File: src/rtl/cmos_capture_ctrl.sv
`default_nettype none
// ============================================================================
// Module      : cmos_capture_ctrl
// Description : Pixel-clock-side frame capture controller. Gates capture start,
//               discards sensor settle frames, aligns on vsync, packs byte
//               pairs into 16-bit pixels, gates FIFO writes and reports
//               per-frame status (counters, sticky overflow / size error).
// Revision    : 1.0 - initial release
// ============================================================================
module cmos_capture_ctrl #(
    parameter int SKIP_FRAMES = 10,
    parameter int H_PIXELS    = 640,
    parameter int V_LINES     = 480,
    parameter bit VS_POL      = 1'b1
) (
    input  logic        cmos_pclk,
    input  logic        rst,
    input  logic        capture_en,
    input  logic        clear_err,
    input  logic        cmos_href_delay,
    input  logic        cmos_vsync_delay,
    input  logic [7:0]  cmos_data_delay,
    input  logic        fifo_full,
    output logic [15:0] pixel_data,
    output logic        pixel_valid,
    output logic        frame_start,
    output logic        frame_done,
    output logic [11:0] x_cnt,
    output logic [11:0] y_cnt,
    output logic [15:0] frame_cnt,
    output logic        overflow,
    output logic        size_err,
    output logic        busy
);

    localparam bit          c_HAS_SKIP  = (SKIP_FRAMES > 0);
    localparam logic [15:0] c_SKIP_LAST = 16'(SKIP_FRAMES);
    localparam logic [11:0] c_H         = 12'(H_PIXELS);
    localparam logic [11:0] c_V         = 12'(V_LINES);
    localparam logic [11:0] c_CNT_MAX   = 12'hFFF;

    typedef enum logic [1:0] {
        S_IDLE    = 2'd0,
        S_SKIP    = 2'd1,
        S_VBLANK  = 2'd2,
        S_CAPTURE = 2'd3
    } state_t;

    state_t      r_state;
    state_t      w_state_nxt;
    logic        w_enter_cap;
    logic        w_frame_end;

    logic        r_href;
    logic        r_vsync;
    logic [15:0] r_skip_cnt;
    logic        r_phase;
    logic [7:0]  r_hi_byte;
    logic [15:0] r_pixel_data;
    logic        r_pixel_valid;
    logic        r_frame_start;
    logic        r_frame_done;
    logic [11:0] r_x_cnt;
    logic [11:0] r_y_cnt;
    logic [15:0] r_frame_cnt;
    logic        r_overflow;
    logic        r_size_err;

    logic        w_vs_act;
    logic        w_vs_act_q;
    logic        w_vs_end;
    logic        w_vs_begin;
    logic        w_href_fall;
    logic        w_in_cap;
    logic        w_pix_form;
    logic        w_line_has;
    logic        w_ovf_set;
    logic        w_serr_set;

    assign w_vs_act    = (cmos_vsync_delay == VS_POL);
    assign w_vs_act_q  = (r_vsync == VS_POL);
    assign w_vs_end    = w_vs_act_q & ~w_vs_act;
    assign w_vs_begin  = ~w_vs_act_q & w_vs_act;
    assign w_href_fall = r_href & ~cmos_href_delay;
    assign w_in_cap    = (r_state == S_CAPTURE);
    // A pixel is formed on the second byte of a pair while the line is active.
    assign w_pix_form  = w_in_cap & cmos_href_delay & r_phase;
    // x_cnt saturates non-zero, so this tells whether the line carried any byte.
    assign w_line_has  = (r_x_cnt != 12'd0) | r_phase;
    assign w_ovf_set   = w_pix_form & fifo_full;
    assign w_serr_set  = (w_in_cap & w_href_fall & ((r_x_cnt != c_H) | r_phase))
                       | (w_frame_end & (r_y_cnt != c_V));

    // Edge-detect copies of href/vsync; reset also loads the live inputs.
    always_ff @(posedge cmos_pclk) begin
        r_href  <= cmos_href_delay;
        r_vsync <= cmos_vsync_delay;
    end

    // FSM state register.
    always_ff @(posedge cmos_pclk) begin
        if (rst) r_state <= S_IDLE;
        else     r_state <= w_state_nxt;
    end

    // FSM next-state and frame boundary strobes.
    always_comb begin
        w_state_nxt = r_state;
        w_enter_cap = 1'b0;
        w_frame_end = 1'b0;
        case (r_state)
            S_IDLE: begin
                if (capture_en) w_state_nxt = c_HAS_SKIP ? S_SKIP : S_VBLANK;
            end
            S_SKIP: begin
                if (!capture_en) begin
                    w_state_nxt = S_IDLE;
                end else if (w_vs_end && (r_skip_cnt == c_SKIP_LAST)) begin
                    w_state_nxt = S_CAPTURE;
                    w_enter_cap = 1'b1;
                end
            end
            S_VBLANK: begin
                if (w_vs_end) begin
                    if (capture_en) begin
                        w_state_nxt = S_CAPTURE;
                        w_enter_cap = 1'b1;
                    end else begin
                        w_state_nxt = S_IDLE;
                    end
                end
            end
            S_CAPTURE: begin
                // capture_en is deliberately ignored here: the frame always finishes.
                if (w_vs_begin) begin
                    w_state_nxt = S_VBLANK;
                    w_frame_end = 1'b1;
                end
            end
            default: w_state_nxt = S_IDLE;
        endcase
    end

    // Settle-frame counter, restarted every time the FSM passes through IDLE.
    always_ff @(posedge cmos_pclk) begin
        if (rst || (r_state == S_IDLE)) r_skip_cnt <= 16'd0;
        else if ((r_state == S_SKIP) && w_vs_end) r_skip_cnt <= r_skip_cnt + 16'd1;
    end

    // Byte packing, FIFO write strobe, line/frame counters and frame pulses.
    always_ff @(posedge cmos_pclk) begin
        if (rst) begin
            r_phase       <= 1'b0;
            r_hi_byte     <= 8'd0;
            r_pixel_data  <= 16'd0;
            r_pixel_valid <= 1'b0;
            r_frame_start <= 1'b0;
            r_frame_done  <= 1'b0;
            r_x_cnt       <= 12'd0;
            r_y_cnt       <= 12'd0;
            r_frame_cnt   <= 16'd0;
        end else begin
            r_pixel_valid <= 1'b0;
            r_frame_start <= w_enter_cap;
            r_frame_done  <= w_frame_end;
            if (w_enter_cap) begin
                r_phase <= 1'b0;
                r_x_cnt <= 12'd0;
                r_y_cnt <= 12'd0;
            end else if (w_in_cap) begin
                if (w_href_fall) begin
                    // Any trailing odd byte is simply discarded here.
                    r_phase <= 1'b0;
                    r_x_cnt <= 12'd0;
                    if (w_line_has && (r_y_cnt != c_CNT_MAX)) r_y_cnt <= r_y_cnt + 12'd1;
                end else if (cmos_href_delay) begin
                    if (!r_phase) begin
                        r_hi_byte <= cmos_data_delay;
                        r_phase   <= 1'b1;
                    end else begin
                        r_phase <= 1'b0;
                        // Dropped pixels still count so line length checks stay exact.
                        if (r_x_cnt != c_CNT_MAX) r_x_cnt <= r_x_cnt + 12'd1;
                        if (!fifo_full) begin
                            r_pixel_valid <= 1'b1;
                            r_pixel_data  <= {r_hi_byte, cmos_data_delay};
                        end
                    end
                end
            end
            if (w_frame_end) r_frame_cnt <= r_frame_cnt + 16'd1;
        end
    end

    // Sticky error flags; a set event in the same cycle as clear_err wins.
    always_ff @(posedge cmos_pclk) begin
        if (rst) begin
            r_overflow <= 1'b0;
            r_size_err <= 1'b0;
        end else begin
            if (w_ovf_set)      r_overflow <= 1'b1;
            else if (clear_err) r_overflow <= 1'b0;
            if (w_serr_set)     r_size_err <= 1'b1;
            else if (clear_err) r_size_err <= 1'b0;
        end
    end

    assign pixel_data  = r_pixel_data;
    assign pixel_valid = r_pixel_valid;
    assign frame_start = r_frame_start;
    assign frame_done  = r_frame_done;
    assign x_cnt       = r_x_cnt;
    assign y_cnt       = r_y_cnt;
    assign frame_cnt   = r_frame_cnt;
    assign overflow    = r_overflow;
    assign size_err    = r_size_err;
    assign busy        = (r_state != S_IDLE);

endmodule
`default_nettype wire

File: config.mk
export PLATFORM = sky130hd
export DESIGN_NAME = cmos_capture_ctrl
export DESIGN_NICKNAME = d
export VERILOG_FILES = /design/src/rtl/cmos_capture_ctrl.sv
export SDC_FILE = /design/constraint.sdc
export NUM_CORES = 1
export LEC_CHECK = 0
export CORE_MARGIN = 2
export CORE_UTILIZATION = 40
export CTS_CLUSTER_SIZE = 16
export DETAILED_ROUTE_END_ITERATION = 12
export HOLD_SLACK_MARGIN = 0.15
export PLACE_DENSITY = 0.66
export SLEW_MARGIN = 5
export SYNTH_ARGS = -nofsm -noshare
export SYNTH_HDL_FRONTEND = slang
export SYNTH_SLANG_ARGS = --single-unit
File: constraint.sdc
create_clock -name cmos_pclk -period 2.2 [get_ports cmos_pclk]
set_clock_uncertainty 0.2 [all_clocks]
set_input_delay 0.44 -clock cmos_pclk [delete_from_list [all_inputs] [get_ports cmos_pclk]]
set_output_delay 0.44 -clock cmos_pclk [all_outputs]
set_load 0.05 [all_outputs]
## Yosys cells after proc, flatten, opt, wreduce, memory -nomap -nowiden

Index checks and enable logic that the tools add are counted.

| storage, ports and cells | value |
|---|---|
| word-level logic and storage cells | 96 |
| input bits | 15 |
| bits in registers | 90 |
| output and inout port bits | 62 |

| cells by class | value |
|---|---|
| add/sub/neg operators | 4 |
| bitwise operators | 20 |
| equal/unequal tests | 12 |
| muxes and demuxes | 25 |
| reduce and logical (&&, ||, !) cells | 20 |

Operators with widths:

| operator | number |
|---|---|
| $mux 12 | 4 |
| $add 16x1->16 const B | 2 |
| $add 12x1->12 const B | 2 |
| $ne 12x12->1 const B | 2 |
| $eq 16x4->1 const B | 1 |
| $mux 1 | 13 |
| $mux 2 | 6 |
| $ne 12x10->1 const B | 1 |
| $ne 12x9->1 const B | 1 |
| $reduce_bool 12->1 | 1 |
| $reduce_bool 2->1 | 6 |
| $and 1x1->1 | 9 |
| $not 1->1 | 8 |
| $pmux 2 s4 | 1 |
| $reduce_and 4->1 | 2 |
| $ne 2x2->1 const B | 3 |
| $reduce_and 6->1 | 1 |
| $reduce_or 6->1 | 1 |
| $reduce_and 5->1 | 1 |
| $eq 2x2->1 const B | 2 |
| $logic_and 1x1->1 | 3 |
| $ne 3x3->1 const B | 1 |
| $or 1x1->1 | 3 |
| $reduce_and 3->1 | 1 |
| 6 further kinds | 6 |

## Logic depth before layout (Yosys ltp)

Gate-level depths: netlist of the first run.

| logic depth | value |
|---|---|
| word-level depth | 8 |
| gate-level depth with buffers | 9 |
| mapped depth without buffers | 7 |

## Least setup slack after synthesis of the first run

OpenSTA, ideal clock, no wires.

| timing | value |
|---|---|
| path kind | flip-flop to flip-flop |
| start point | reg r_x_cnt[0] (netlist: x_cnt[0]) |
| end point | reg r_y_cnt[10] (netlist: y_cnt[10]) |
| path buffers | 0 |
| stages on the path, launching flop included | 8 |
| library setup time | 0.070 ns |
| data required time | 1.930 ns |
| path slack | -0.100 ns |
| data arrival time | 2.030 ns |
| clock period less this slack | 2.300 ns |
| cell sequence | dfxtp_1 inv_1 ha_1 nor2b_1 nand4_1 nand4_1 or3_1 a21oi_1 |

| on the way | value |
|---|---|
| cells in the longest elaborated chain, start to end | 4 |

RTL lines:

| element | line | source |
|---|---|---|
| from (decl) | 63 | `logic [11:0] r_x_cnt;` |
| from (signal assigned) | 183 | `if (r_x_cnt != c_CNT_MAX) r_x_cnt <= r_x_cnt + 12'd1;` |
| $reduce_bool 12->1 | 89 | `assign w_line_has = (r_x_cnt != 12'd0) \| r_phase;` |
| $or 1x1->1 | 89 |  |
| $logic_and 1x1->1 | 175 | `if (w_line_has && (r_y_cnt != c_CNT_MAX)) r_y_cnt <= r_y_cnt + 12'd1;` |
| $reduce_and 3->1 (no source line) | - |  |
| to (signal assigned) | 175 |  |
| to (decl) | 64 | `logic [11:0] r_y_cnt;` |

Every way passes these cells.
A chain may end at the register's enable or synchronous reset.

## Worst setup path in the final report of the first run

| timing | value |
|---|---|
| start point | reg r_pixel_data[7] (netlist: pixel_data[7]) |
| end point | out pixel_data[7] |

RTL lines:

| element | line | source |
|---|---|---|
| from (decl) | 59 | `logic [15:0] r_pixel_data;` |
| from (signal assigned) | 186 | `r_pixel_data <= {r_hi_byte, cmos_data_delay};` |
| to (decl) | 24 | `output logic [15:0] pixel_data,` |

No word-level cell between the ends.

==> run metrics, run 1 <==
post-synthesis mux area share 6.382%; post-synthesis compound-gate area fraction 7.389%; Post-Synth Adder-Cell Area 3.664%; Worst Path Buf+Inv 1; Initial DRC Count 142; part of the power in registers between 50% and 60%; required time worst endpoint around 1.6 ns; # H-tree levels 3; share of total power in combinational logic 7.3%; Sw Share 25.58%; P_leak 2.400 nW; global-route wire length before repair 15,590 um; Async SR Flop Fraction 0%; met3 GRT Util 4.020%; Yosys Warn Count 0; remaining antenna violation count after routing 0; XOR/XNOR Fraction of Synth Area 8.977%; Worst-Margin Slew approximately 0.52 ns; Netlist cell types 51; wire per inst 13.37 um; Max Cap Viol 0; area of the multi-input gates 0.002233 mm2; hold crit path type flip-flop to flip-flop; TritonCTS clock tree yes; Pwr per Cell Area 534.3 mW/mm2; Area Overhead vs Synth 31.73%; Final Util 54.72%; critical path class flip-flop to output pin; Int Power 2.146 mW; core area 0.009864 mm2; dpl hpwl roughly 6700 um; met1 GRT Util 22.91%; RSZ-0062 raised after global routing true; number of global-route vias before repair ~3,300; Post-synth EDFFs 0; # diodes 0; fmax 459.5 MHz; status complete, no violations; Die W 105.2 um; final slew viol count 0; ys flop type dfxtp_1; DRC 0; net switching power 0.7377 mW; Syn Std Cell Area 0.004098 mm2; share of post-route cells with drive strength above 1 17.08%; CTS root buf clkbuf_8; Post-CTS Setup Inserts 0; largest family of logic cells by synthesized area simple AND/OR/NAND/NOR gates; Die H ~110 um; antenna violations before repair 0; Synth area leaders dfxtp_1 (44%), nor2_1 (7.6%), mux2i_1 (6.1%), xor2_1 (4.9%), xnor2_1 (4.1%); CP top delay family buffers and inverters; synthesized net count 478; Seq/Total Area, Yosys 43.97%; total grt overflow 0; deepest clock path buffer count 2; setup violators final 0; Vias 3,496; top-level port count 77; routability cong. 0.8737; Fin. Hold Viols 0; Global Route Usage Sum ~17%; endpoint class of the critical path output pin; critical path arrival 1.54 ns; I/O Buffers between 70 and 80; Tmin final 2.176 ns; top cells by count, synth dfxtp_1 (90), nor2_1 (83), nand2_1 (26); FILL cells 891; Mapped Cells 451; worst skew pair latency between 0.3 and 0.4 ns; clock network power share 35.5%; post-synthesis simple-gate area fraction a little over a quarter; area share of the largest cell type after synthesis 43.97%; DR vias/cell approximately 5.0; initial core utilization 41.54%; CTS Sinks 90; Final #Nets 584; CP cell instances clkdlybuf4s50_1; Max VDD drop around 0.35 mV; Yosys top cell by area dfxtp_1; total routed wirelength 9295 um; final worst setup slack 0.02367 ns; FP Rows 36; peak fanout along the critical path 2; slew margin rel. about two thirds; busiest grt layer met2; flops & latches, synth 90; FF+latch area 0.001805 mm2; cell with the most instances after synthesis dfxtp_1; total power about 2.9 mW; Worst-path clk slew 0.09 ns; first-pass iteration count of the detailed router 4; CP max stage delay 0.82 ns; dpl ws -0.2441 ns; Mean Syn Cell Area 9.086 um2; largest net degree at the start of global routing 49; slowest CP cell clkdlybuf4s50_1; cts bufs inserted 9; crit path launch type flip-flop; grt met2 use 27.33%; Die ar. 0.01107 mm2; Tcrit/Tclk final 98.92%
## repair_timing
action,4_1_cts,5_1_grt
hold buffers,0,0
gates resized for setup,13,18
setup endpoints to repair,13,29
gates cloned,0,0
pin swaps,0,2
## power groups by stage
stage	registers, mW	clock network [mW]	logic, mW
4_1_cts	1.65	1.04	0.205
5_1_grt	1.65	1.13	0.231
6_report	1.65	1.02	0.212
2_1_floorplan	1.68	0	0.109
3_3_place_gp	1.68	0	0.199
3_5_place_dp	1.68	0	0.203
## layout by cell type, fill, tap and decap left out, types with 3 or more instances in the layout
cell type | netlist | routed
clkbuf_8 | 0 | 9
buf_4 | 0 | 56
mux2i_1 | 25 | 24
nand4_1 | 15 | 15
nor4_1 | 6 | 6
dlygate4sd2_1 | 0 | 13
nand4b_1 | 3 | 3
clkdlybuf4s50_1 | 0 | 24
dfxtp_2 | 0 | 3
a21oi_1 | 20 | 20
nand2_1 | 26 | 26
or3_1 | 7 | 7
xor2_1 | 23 | 23
nand2b_1 | 4 | 4
nand3_1 | 19 | 19
dfxtp_1 | 90 | 87
nor2_1 | 83 | 83
clkinvlp_4 | 0 | 4
xnor2_1 | 19 | 19
dlymetal6s2s_1 | 0 | 10
buf_12 | 0 | 4
inv_1 | 10 | 10
nor3_1 | 11 | 11
nor3b_1 | 4 | 4
and3_1 | 12 | 12
o21ai_0 | 10 | 10
ha_1 | 12 | 10
nand3b_1 | 4 | 4
## routing by layer
metal / part of all wire, % / vias to the layer above / wire length (um)
met5: 0 / - / 0
met3: 4.0 / 11 / 369
met2: 48 / 61 / 4441
met4: 1.3 / 0 / 119
met1: 47 / 1637 / 4365
li1: - / 1787 / -
## per-stage QoR
stage	area (um2)	std cells	setup TNS [ns]	hold WS [ns]
4_1_cts	5326	695	0	0.2756
6_report	5398	695	0	0.2828
3_3_place_gp	5172	679	-3.952	0.2561
2_1_floorplan	4100	451	0	0.2601
5_1_grt	5398	695	-0.3315	0.3230
3_5_place_dp	5172	679	-7.539	0.2620
## sequential cells by signal (all words and copies together) (netlist names)
name	flops
r_phase	1
frame_done	1
x_cnt	12
pixel_valid	1
pixel_data	16
frame_start	1
overflow	1
r_state	2
r_hi_byte	8
r_vsync	1
r_skip_cnt	16
frame_cnt	16
r_href	1
size_err	1
y_cnt	12
## path summary, 6_finish.rpt
path                                                  from  cells past startpoint                        end  slack, ns
worst min register to register       overflow$_SDFFE_PP0P_                      2      overflow$_SDFFE_PP0P_       0.28
worst min-delay path                 overflow$_SDFFE_PP0P_                      2      overflow$_SDFFE_PP0P_       0.28
worst max register to register     r_state[1]$_SDFFE_PP0P_                      8  r_hi_byte[2]$_SDFFE_PP0P_       0.07
worst max-delay path            pixel_data[7]$_SDFFE_PP0P_                      1              pixel_data[7]       0.02
## area by class of cell
type                       instances  area share (%)
sequential                        90           33.45
inverter                          10          0.6954
tap                              133           3.083
clock inverter                     5          0.7186
clock buffer                      11           2.434
multi-input combinational        338           41.38
timing repair buffer             108           18.24
## cells by family (layout without fill, tap and decap cells)
logic type      Yosys count  in the layout
mux                      26             26
simple gates            214            214
fa+ha+maj                12             12
buf+inv                  23            134
flops                    90             90
compound gates           44             44
xor+xnor                 42             42
Power figures use the tool's default switching activity.
==> inputs of run 2 (changes only) <==
- DONT_BUFFER_PORTS: not set -> 1
- PLACE_DENSITY: 0.66 -> not set
==> run 2 against run 1 <==
Against the previous run:
- clock power hardly changed
- maximum frequency increased by 1.2%
- largest cell class unchanged
- critical endpoint is now pixel_data[5]$_SDFFE_PP0P_
- setup slack improved by 0.026 ns
==> run metrics, run 2 (synthesis gave the netlist of run 1 again) <==
status complete, no violations; worst skew pair latency 0.37 ns (about the same); deepest clock path buffer count 2 (unchanged); cts bufs inserted 9 (unchanged); I/O Buffers 0 (-100%); fmax 465.1 MHz (+1.2%); Max Cap Viol 0 (unchanged); CP cell instances inv_2 -> ha_4 -> nand4b_1 -> o21ai_4 -> clkbuf_16 -> mux2i_1 -> nor2_1; CTS root buf clkbuf_8; FILL cells 915 (+2.7%); dpl hpwl 6520 um (-2.4%); Global Route Usage Sum 17.02% (-0.16 points); crit path launch type flip-flop; Pwr per Cell Area 567.5 mW/mm2 (+6.2%); Max Used Layer met4; Worst-path clk slew 0.10 ns (about the same); top-level port count 77 (unchanged); wire per inst 14.70 um (+9.9%); antenna violations before repair 0 (unchanged); # diodes 0 (unchanged); Die H 105.2 um (unchanged); Die W 105.2 um (unchanged); commonest non-fill, non-tap cell in the layout dfxtp_1; slowest CP cell dfxtp_4; start of the worst register-to-register path r_state[0]$_SDFFE_PP0P_; CTS Sinks 90 (unchanged); Worst-Margin Slew 0.5607 ns (+0.03843 ns); remaining antenna violation count after routing 0 (unchanged); DR vias/cell 5.216 (+3.7%); final worst setup slack 0.04995 ns (+0.02628 ns); initial core utilization 41.54% (unchanged); Die ar. 0.01107 mm2 (unchanged); total grt overflow 0 (unchanged); FF-to-FF setup slack 0.05 ns (-0.02 ns); leading cell types in the layout, fill and taps excluded dfxtp_1 (84), nor2_1 (83), buf_4 (53); peak fanout along the critical path 8 (+6); Critical path origin r_state[0]$_SDFFE_PP0P_; first-pass iteration count of the detailed router 4 (unchanged); share of post-route cells with drive strength above 1 19.69% (+2.6 points); Final #Nets 546 (-6.5%); placed cell areas 0.004584 mm2 (-11%); number of global-route vias before repair 3,177 (-2.3%); Max VDD drop 0.2477 mV (-30%); critical path class flip-flop to flip-flop; Area Overhead vs Synth 23.94%; Vias 3,422 (-2.1%); critical path arrival 2.21 ns (+0.67 ns); Tcrit/Tclk final 97.73% (-1.2 points); total routed wirelength 9645 um (+3.8%); Final Cell Area 0.005079 mm2 (-5.9%); P_leak 2.060 nW (-14%); RSZ-0062 raised after global routing true; CP max stage delay 0.39 ns (-0.43 ns); slew margin rel. 62.57% (-2.6 points); TritonCTS clock tree yes; CP endpoint pixel_data[5]$_SDFFE_PP0P_; setup violators final 0 (unchanged); global-route wire length before repair 15,250 um (-2.2%); Critical R2R Capture pixel_data[5]$_SDFFE_PP0P_; met2 wire len 4538 um (+2.2%); Worst R2R Path Depth 7 (-1); DRC 0 (unchanged); hold crit path type input pin to flip-flop; FP Rows 36 (unchanged); final slew viol count 0 (unchanged); routability cong. 0.8348 (-4.5%); Tmin final 2.150 ns (-0.02628 ns); required time worst endpoint 2.25 ns (+0.69 ns); total power 2.882 mW (about the same); Fin. Hold Viols 0 (unchanged); # H-tree levels 3 (unchanged); dpl ws 0.02961 ns (+0.2737 ns); core area 0.009864 mm2 (unchanged); largest net degree at the start of global routing 48 (-2.0%); endpoint class of the critical path flip-flop; Initial DRC Count 183 (+29%); met1 wire length 4339 um (-0.60%); WL met3 624 um (+69%)
## run 2: cell types whose count changed in the layout (fill, tap and decap cells not counted), sizes merged
cell | before | now
clkinvlp | 4 | 1
buf | 61 | 55
clkinv | 0 | 3
clkbuf | 11 | 12
dlymetal6s2s | 10 | 0
dlygate4sd2 | 13 | 0
clkdlybuf4s50 | 24 | 0
dlygate4sd3 | 0 | 13
## run 2: worst min path at each step
stage	from	to	slack [ns]	cells past startpoint
after detailed placement	cmos_href_delay	r_href$_DFF_P_	0.27	0
after CTS	rst	pixel_data[6]$_SDFFE_PP0P_	0.16	2
after global routing	rst	r_state[1]$_SDFFE_PP0P_	0.16	2
after floorplan	r_hi_byte[2]$_SDFFE_PP0P_	pixel_data[10]$_SDFFE_PP0P_	0.26	2
after global placement	cmos_href_delay	r_href$_DFF_P_	0.27	0
final	rst	pixel_data[6]$_SDFFE_PP0P_	0.17	2
## run 2: final cells by class
type | instances | area [um2] | area share [%]
Clock buffer | 10 | 137.6 | 2.710
Clock inverter | 5 | 38.79 | 0.7637
Inverter | 10 | 37.54 | 0.7391
Multi-Input combinational cell | 338 | 2268 | 44.67
Sequential cell | 90 | 1812 | 35.67
Tap cell | 133 | 166.4 | 3.277
Timing Repair Buffer | 70 | 618.1 | 12.17
## run 2: worst max-delay path, delay by kind of cell (launching register included)
kind | cells | cell delay (ns)
flops | 1 | 0.39
compound gates | 1 | 0.36
simple gates | 2 | 0.35
buf+inv | 2 | 0.30
fa+ha+maj | 1 | 0.26
mux | 1 | 0.18
## run 2: per-layer routing
metal	GRT usage [%]	up-vias
met5	0	-
met3	6.061	13
met2	27.05	83
li1	-	1707
met4	5.810	0
met1	21.36	1619
## run 2: stage by stage
| stage | std cells | TNS [ns] | hold WS (ns) | utilization (%) |
|---|---|---|---|---|
| floorplan | 451 | 0 | 0.2601 | - |
| global placement | 621 | 0 | 0.2689 | 46.47 |
| detailed placement | 621 | 0 | 0.2689 | 46.47 |
| CTS | 649 | 0 | 0.1585 | 49.68 |
| global route | 656 | -0.04996 | 0.1638 | 51.48 |
| finish | 656 | 0 | 0.1742 | 51.48 |
## run 2: where the power goes
part           internal (mW)  total [mW]  switching (mW)
Combinational         0.0789       0.192           0.113
Clock                  0.441        1.04           0.599
Sequential              1.64        1.65          0.0126
## run 2: timing repair
item,in CTS,in global routing
hold buffers,13,1
hold endpoints to repair,50,1
setup buffers,0,4
gates resized for setup,0,21
setup endpoints to repair,0,42
